**src/rtl/riscv_pkg.sv**
```systemverilog
`default_nettype none
// ============================================================================
// Module      : riscv_pkg
// Description : Shared RV32 execute-stage definitions: ALU op codes,
//               M-extension (MDU) funct3 codes and the MDU state encoding.
// Revision    : 1.0 - initial release with MDU support
// ============================================================================
package riscv_pkg;

  // Single-cycle ALU operation codes
  localparam logic [3:0] ALU_ADD  = 4'd0;
  localparam logic [3:0] ALU_SUB  = 4'd1;
  localparam logic [3:0] ALU_SLL  = 4'd2;
  localparam logic [3:0] ALU_SLT  = 4'd3;
  localparam logic [3:0] ALU_SLTU = 4'd4;
  localparam logic [3:0] ALU_XOR  = 4'd5;
  localparam logic [3:0] ALU_SRL  = 4'd6;
  localparam logic [3:0] ALU_SRA  = 4'd7;
  localparam logic [3:0] ALU_OR   = 4'd8;
  localparam logic [3:0] ALU_AND  = 4'd9;

  // RV32M funct3 codes
  localparam logic [2:0] MDU_MUL    = 3'd0;
  localparam logic [2:0] MDU_MULH   = 3'd1;
  localparam logic [2:0] MDU_MULHSU = 3'd2;
  localparam logic [2:0] MDU_MULHU  = 3'd3;
  localparam logic [2:0] MDU_DIV    = 3'd4;
  localparam logic [2:0] MDU_DIVU   = 3'd5;
  localparam logic [2:0] MDU_REM    = 3'd6;
  localparam logic [2:0] MDU_REMU   = 3'd7;

  // Multiply/divide unit sequencing states
  typedef enum logic [1:0] {
    IDLE = 2'd0,
    BUSY = 2'd1,
    DONE = 2'd2
  } mdu_state_e;

endpackage : riscv_pkg
`default_nettype wire

```
**src/rtl/mdu_iter_step.sv**
```systemverilog
`default_nettype none
// ============================================================================
// Module      : mdu_iter_step
// Description : One iteration of an unsigned shift-add multiply or restoring
//               divide on the {acc, q} register pair (2*LEN bits total).
//               Multiply: q holds the multiplier, low bits of the product
//               shift into q from acc. Divide: q holds the dividend and
//               collects quotient bits, acc holds the partial remainder.
// Revision    : 1.0 - initial release
// ============================================================================
module mdu_iter_step #(
  parameter int LEN = 32
) (
  input  logic           is_div,
  input  logic [LEN-1:0] acc_i,
  input  logic [LEN-1:0] q_i,
  input  logic [LEN-1:0] opnd_i,
  output logic [LEN-1:0] acc_o,
  output logic [LEN-1:0] q_o
);

  logic [LEN:0]   sum;
  logic [LEN:0]   sh;
  logic [LEN-1:0] diff;

  // One multiply or divide iteration
  always_comb begin
    sum   = '0;
    sh    = '0;
    diff  = '0;
    acc_o = acc_i;
    q_o   = q_i;
    if (is_div) begin
      // Shift the next dividend bit into the partial remainder, then try to subtract.
      sh   = {acc_i, q_i[LEN-1]};
      // When the subtraction succeeds the difference is below the divisor, so LEN bits suffice.
      diff = sh[LEN-1:0] - opnd_i;
      if (sh >= {1'b0, opnd_i}) begin
        acc_o = diff;
        q_o   = {q_i[LEN-2:0], 1'b1};
      end else begin
        acc_o = sh[LEN-1:0];
        q_o   = {q_i[LEN-2:0], 1'b0};
      end
    end else begin
      // Conditionally add the multiplicand, keep the carry, shift right by one.
      sum   = q_i[0] ? ({1'b0, acc_i} + {1'b0, opnd_i}) : {1'b0, acc_i};
      acc_o = sum[LEN:1];
      q_o   = {sum[0], q_i[LEN-1:1]};
    end
  end

endmodule : mdu_iter_step
`default_nettype wire

```
**src/rtl/riscv_muldiv_unit.sv**
```systemverilog
`default_nettype none
// ============================================================================
// Module      : riscv_muldiv_unit
// Description : Iterative RV32M multiply/divide unit. Operands are turned into
//               magnitudes at accept, LEN unsigned iterations run one per
//               cycle, and the sign is applied alongside the last iteration.
//               Divide-by-zero and signed overflow complete immediately.
// Revision    : 1.0 - initial release
// ============================================================================
module riscv_muldiv_unit
  import riscv_pkg::*;
#(
  parameter int LEN = 32
) (
  input  logic           clk,
  input  logic           rst_n,
  input  logic           flush,
  input  logic           in_valid,
  output logic           in_ready,
  input  logic [2:0]     op,
  input  logic [LEN-1:0] A,
  input  logic [LEN-1:0] B,
  output logic           out_valid,
  input  logic           out_ready,
  output logic [LEN-1:0] result,
  output logic           zero
);

  localparam int CNT_W = $clog2(LEN) + 1;
  localparam logic [LEN-1:0] MIN_NEG = {1'b1, {(LEN-1){1'b0}}};

  mdu_state_e       state_q, state_d;
  logic [CNT_W-1:0] cnt_q, cnt_d;
  logic [LEN-1:0]   acc_q, acc_d;
  logic [LEN-1:0]   q_q, q_d;
  logic [LEN-1:0]   opnd_q, opnd_d;
  logic [2:0]       op_q, op_d;
  logic             neg_q, neg_d;     // product / quotient negative
  logic             rneg_q, rneg_d;   // remainder negative (follows A)
  logic [LEN-1:0]   result_q, result_d;

  logic [LEN-1:0]   step_acc, step_q;

  // Accept-time decode
  logic             a_signed, b_signed, sgn_a, sgn_b;
  logic [LEN-1:0]   mag_a, mag_b;
  logic             div_zero, div_ovf;
  logic [LEN-1:0]   fast_res;

  // Final-cycle sign fix
  logic [2*LEN-1:0] prod_s;
  logic [LEN-1:0]   quo_s, rem_s, final_res;

  mdu_iter_step #(.LEN(LEN)) u_step (
    .is_div (op_q[2]),
    .acc_i  (acc_q),
    .q_i    (q_q),
    .opnd_i (opnd_q),
    .acc_o  (step_acc),
    .q_o    (step_q)
  );

  // Decode incoming operands: signedness, magnitudes and the immediate-result cases
  always_comb begin
    a_signed = (op != MDU_MULHU) && (op != MDU_DIVU) && (op != MDU_REMU);
    b_signed = (op == MDU_MUL) || (op == MDU_MULH) || (op == MDU_DIV) || (op == MDU_REM);
    sgn_a    = a_signed && A[LEN-1];
    sgn_b    = b_signed && B[LEN-1];
    mag_a    = sgn_a ? (~A + 1'b1) : A;
    mag_b    = sgn_b ? (~B + 1'b1) : B;
    div_zero = op[2] && (B == '0);
    div_ovf  = ((op == MDU_DIV) || (op == MDU_REM)) && (A == MIN_NEG) && (B == '1);
    fast_res = '0;
    if (div_zero) begin
      fast_res = op[1] ? A : '1;
    end else if (div_ovf) begin
      fast_res = op[1] ? '0 : A;
    end
  end

  // Apply signs to the outcome of the last iteration and select the rd value
  always_comb begin
    prod_s    = neg_q ? (~{step_acc, step_q} + 1'b1) : {step_acc, step_q};
    quo_s     = neg_q ? (~step_q + 1'b1) : step_q;
    rem_s     = rneg_q ? (~step_acc + 1'b1) : step_acc;
    final_res = '0;
    if (op_q[2]) begin
      final_res = op_q[1] ? rem_s : quo_s;
    end else begin
      final_res = (op_q == MDU_MUL) ? prod_s[LEN-1:0] : prod_s[2*LEN-1:LEN];
    end
  end

  // Next-state and datapath update; flush overrides everything except the result register
  always_comb begin
    state_d  = state_q;
    cnt_d    = cnt_q;
    acc_d    = acc_q;
    q_d      = q_q;
    opnd_d   = opnd_q;
    op_d     = op_q;
    neg_d    = neg_q;
    rneg_d   = rneg_q;
    result_d = result_q;
    case (state_q)
      IDLE: begin
        if (in_valid) begin
          op_d   = op;
          neg_d  = sgn_a ^ sgn_b;
          rneg_d = sgn_a;
          cnt_d  = '0;
          if (div_zero || div_ovf) begin
            result_d = fast_res;
            state_d  = DONE;
          end else begin
            acc_d   = '0;
            q_d     = mag_a;
            opnd_d  = mag_b;
            state_d = BUSY;
          end
        end
      end
      BUSY: begin
        acc_d = step_acc;
        q_d   = step_q;
        cnt_d = cnt_q + CNT_W'(1);
        if (cnt_q == CNT_W'(LEN - 1)) begin
          result_d = final_res;
          cnt_d    = '0;
          state_d  = DONE;
        end
      end
      DONE: begin
        if (out_ready) begin
          state_d = IDLE;
        end
      end
      default: begin
        state_d = IDLE;
      end
    endcase
    if (flush) begin
      state_d  = IDLE;
      cnt_d    = '0;
      result_d = result_q;
    end
  end

  // State and datapath registers with asynchronous reset
  always_ff @(posedge clk or negedge rst_n) begin
    if (!rst_n) begin
      state_q  <= IDLE;
      cnt_q    <= '0;
      acc_q    <= '0;
      q_q      <= '0;
      opnd_q   <= '0;
      op_q     <= '0;
      neg_q    <= 1'b0;
      rneg_q   <= 1'b0;
      result_q <= '0;
    end else begin
      state_q  <= state_d;
      cnt_q    <= cnt_d;
      acc_q    <= acc_d;
      q_q      <= q_d;
      opnd_q   <= opnd_d;
      op_q     <= op_d;
      neg_q    <= neg_d;
      rneg_q   <= rneg_d;
      result_q <= result_d;
    end
  end

  assign in_ready  = (state_q == IDLE);
  assign out_valid = (state_q == DONE);
  assign result    = result_q;
  assign zero      = (result_q == '0);

endmodule : riscv_muldiv_unit
`default_nettype wire

```
**config.mk**
```make
export PLATFORM = sky130hd
export DESIGN_NAME = riscv_muldiv_unit
export DESIGN_NICKNAME = d
export VERILOG_FILES = /design/src/rtl/riscv_pkg.sv /design/src/rtl/mdu_iter_step.sv /design/src/rtl/riscv_muldiv_unit.sv
export SDC_FILE = /design/constraint.sdc
export NUM_CORES = 1
export LEC_CHECK = 0
export CORE_ASPECT_RATIO = 1.4
export CORE_UTILIZATION = 50
export DETAILED_ROUTE_END_ITERATION = 8
export PLACE_DENSITY = 0.77
export SLEW_MARGIN = 10
export SYNTH_ARGS = -nofsm -noshare
export SYNTH_HDL_FRONTEND = slang
export SYNTH_SLANG_ARGS = --single-unit
export TNS_END_PERCENT = 20
```
**constraint.sdc**
```tcl
create_clock -name clk -period 12.94 [get_ports clk]
set_clock_uncertainty 0.2 [all_clocks]
set_input_delay 2.588 -clock clk [delete_from_list [all_inputs] [get_ports clk]]
set_output_delay 2.588 -clock clk [all_outputs]
set_load 0.02 [all_outputs]
```
==> reports/metrics.yaml <==
run:
  maxCapViolCount: 0
power_and_ir_drop:
  netSwitchingPower_mw: 3.110
  clkPwrFrac_pct: 9.9
  intPower_mw: 2.281
  ir_drop_mv: 0.1239
  seq_power_share_pct: 16.2
  p_total_mw: 5.390
  p_leak_nw: 7.067
  p_comb_share_pct: 73.9
  power_per_cell_area_nw_per_um2: 298.8
  power.share.switching_pct: 57.69
sta:
  hold_viol: 0
  drv_slew: 0
  setup-violations-final: 0
  setup_ws_ps: 5741
  finalSetupTns_ps: 0
  fmax_mhz: 138.9
  period_share_pct: 55.63
  whs_ps: 328.6
  slew_headroom_pct: 18.56
  worst_slew_pin_slew_ps: 1203
  rsz0062_at_grt: "no"
  post-route-min-period_ps: 7199
placed_design:
  dp.cells: 2604
  post-place-ws_ps: 5424
  place_hpwl_mm: 52.12
  placed_area_um2: 17420
  port-buffer-count: 106
  place_congestion: 1.019
clock_network:
  cts_buffers: 17
  clk_pin_slew_worst_paths_ps: 60
  clock_path_buffers: 2
  ctsResizeCount: 0
  cts-root-buf: "clkbuf_16"
  post_cts_buffers: 0
  insertion_delay_ps: 460
  h-tree-depth: 4
  clock_sinks: 141
  cts_tree: "yes"
  cts_hold_buf: 0
worst_hold_path:
  hp-class: "reg2reg"
finish:
  final_area_um2: 18040
  final_nets: 2372
  layout-drive-gt1-share_pct: 6.604
  area_delta_synth_final_pct: 10.89
  antenna-diode-count: 0
  instances_no_fill: 2636
  finish.utilization_pct: 56.74
floorplanning:
  rows: 77
  die_area_um2: 33270
  die_x_um: 154.4
  ios: 107
  die_h_um: 215.4
  core_um2: 31790
  initial_core_util_pct: 51.17
critical_path:
  critPathCaptureType: "flop"
  cp.arrival_ps: 7340
  worstPathCellList: "clkdlybuf4s50_1 > nor4_1 > nand3b_1 > nor4_1 > and3_1 > a31oi_1 > nand2_1 > nand2b_1 > or2_2 > buf_4 > a31oi_1 > or3b_1 > a22o_1 > o2bb2ai_1"
  critPathMaxStageDelay_ps: 780
  crit_fanout: 57
  critPathSlowestCell: "nor4_1"
  critPathRequiredTime_ps: 13080
  path_class: "in2reg"
  critPathLaunchType: "input port"
synthesis:
  synth-edff-count: 0
  synth.ff_latch_count: 141
  synthArstFlopShare_pct: 100.0
  synth_mux_area_share_pct: 3.399
  synthXorXnorAreaFrac_pct: 8.829
  avgSynthCellArea_um2: 7.335
  synth_area_um2: 16270
  seq_area_frac_synth_pct: 21.69
  synth_cell_types: 110
  yosysTopAreaCell: "dfrtp_1"
  synth.area.top_cells: "dfrtp_1 (22%), a21oi_1 (6.9%), o21ai_0 (6.5%)"
  synth_nets: 2362
  synth_fa_ha_area_share_pct: 5.630
  syn_inst: 2218
  synth_warnings: 0
  synth-compound-area-share_pct: 30.50
  netlist.area_leader.share_pct: 21.69
  synth_top_family_by_area: "compound AO/OA/AOI/OAI gates"
  synth_flop_cell: "dfrtp_1"
  synth_simple_gate_area_share_pct: 24.72
drt:
  highest_layer: "met4"
  drc: 0
  vias_per_cell: 6.838
  route.met2.wl_mm: 32.43
  wl_per_cell_um: 25.87
  vias: 18024
  first_iter_violations: 1904
  drt.antenna.violating_nets: 0
  finalWirelength_mm: 68.21
  drt-met1-wl_mm: 24.41
  wl_met3_mm: 5.166
  dr.pass1.iters: 8
grt:
  grt_pass1_wl_mm: 103.1
  antenna_found_initial: 0
  grt_pass1_vias: 17244
  grt_use_total_pct: 41.10
  overflow: 0
  grt_max_degree: 79
outcome:
  outcome: "finished, final reports clean"
[registers in the layout, summed over array words and instances, names as in the netlist]
name / flops
cnt_q: 6
q_q: 32
acc_q: 32
opnd_q: 32
rneg_q: 1
state_q: 2
op_q: 3
neg_q: 1
result: 32
[kinds of logic (layout without fill, tap and decap cells)]
kind of cell / after synthesis / count (layout)
xor+xnor: 164 / 164
buf+inv: 204 / 227
compound gates: 773 / 773
mux: 53 / 53
fa+ha+maj: 72 / 72
simple gates: 811 / 811
flops: 141 / 141
[final cells by class]
| cell class | instances | area, um^2 |
|---|---|---|
| clock buffer | 20 | 456.7 |
| clock inverter | 12 | 158.9 |
| fill | 3077 | 13750 |
| inverter | 66 | 247.7 |
| multi-input combinational | 1873 | 11920 |
| sequential | 141 | 3532 |
| tap | 395 | 494.2 |
| timing repair buffer | 129 | 1235 |
[cells in the final DEF (no fill, tap or decap), drive strengths merged, types with 29 or more instances in the layout]
cell type      count
a211oi            36
a21o              29
a21oi            230
a31oi             35
clkdlybuf4s50    105
dfrtp            141
ha                70
inv               67
mux2i             35
nand2            264
nand3             44
nand4             43
nor2             185
nor3              71
nor4              29
o21ai            222
o31ai             36
or3               31
xnor2             91
xor2              73
[metal layers]
metal | global-route usage, % | vias to the layer above
met5 | 0 | -
li1 | - | 8221
met4 | 33.73 | 0
met2 | 69.14 | 1000
met1 | 45.65 | 8547
met3 | 6.586 | 256
[power by group through the flow]
stage               Sequential [mW]  Combinational [mW]  Clock [mW]
floorplan                     0.810                2.68           0
global placement              0.861                3.79           0
detailed placement            0.861                3.82           0
CTS                           0.860                3.85       0.534
global route                  0.889                4.25       0.553
finish                        0.872                3.98       0.534
[cells in the mapped netlist, types with 8 or more instances]
library cell	number
nor2_1	181
or4_1	12
xor2_1	73
o211ai_1	20
a211oi_1	36
o21ai_0	212
o31ai_1	34
nand2b_1	26
or2_2	17
nor3_1	70
a31oi_1	33
nand4_1	41
xnor2_1	91
a21oi_1	224
dfrtp_1	141
and3_1	14
nand2_1	262
or3_1	31
o2111ai_1	10
inv_1	65
nor2b_1	10
nor4_1	26
ha_1	70
clkbuf_1	98
nand3_1	44
o21a_1	13
o41ai_1	14
nand3b_1	11
a211o_1	8
a21o_1	28
buf_1	9
o221ai_1	8
mux2i_1	35
a221oi_1	9
buf_2	22
and2_1	18
mux2_2	18
a22o_1	14
[worst max-delay path: cells and delay by family]
family	cells	cell delay [ps]
AO/OA/AOI/OAI	4	700
buffers and inverters	2	1020
AND/OR/NAND/NOR	8	2970
[final timing paths]
| kind | start | end | slack [ps] | cells after the start |
|---|---|---|---|---|
| setup / recovery | A[25] | result[31]$_DFFE_PN0P_ | 5740 | 14 |
| hold / removal | result[18]$_DFFE_PN0P_ | result[18]$_DFFE_PN0P_ | 330 | 2 |
| setup reg to reg | acc_q[15]$_DFFE_PN0P_ | result[30]$_DFFE_PN0P_ | 6050 | 19 |
| hold reg to reg | result[18]$_DFFE_PN0P_ | result[18]$_DFFE_PN0P_ | 330 | 2 |
| max in group asynchronous | rst_n | result[25]$_DFFE_PN0P_ | 9070 | 2 |
| min in group asynchronous | rst_n | q_q[18]$_DFFE_PN0P_ | 1940 | 1 |
No activity file was read; power rests on OpenSTA's default activity.
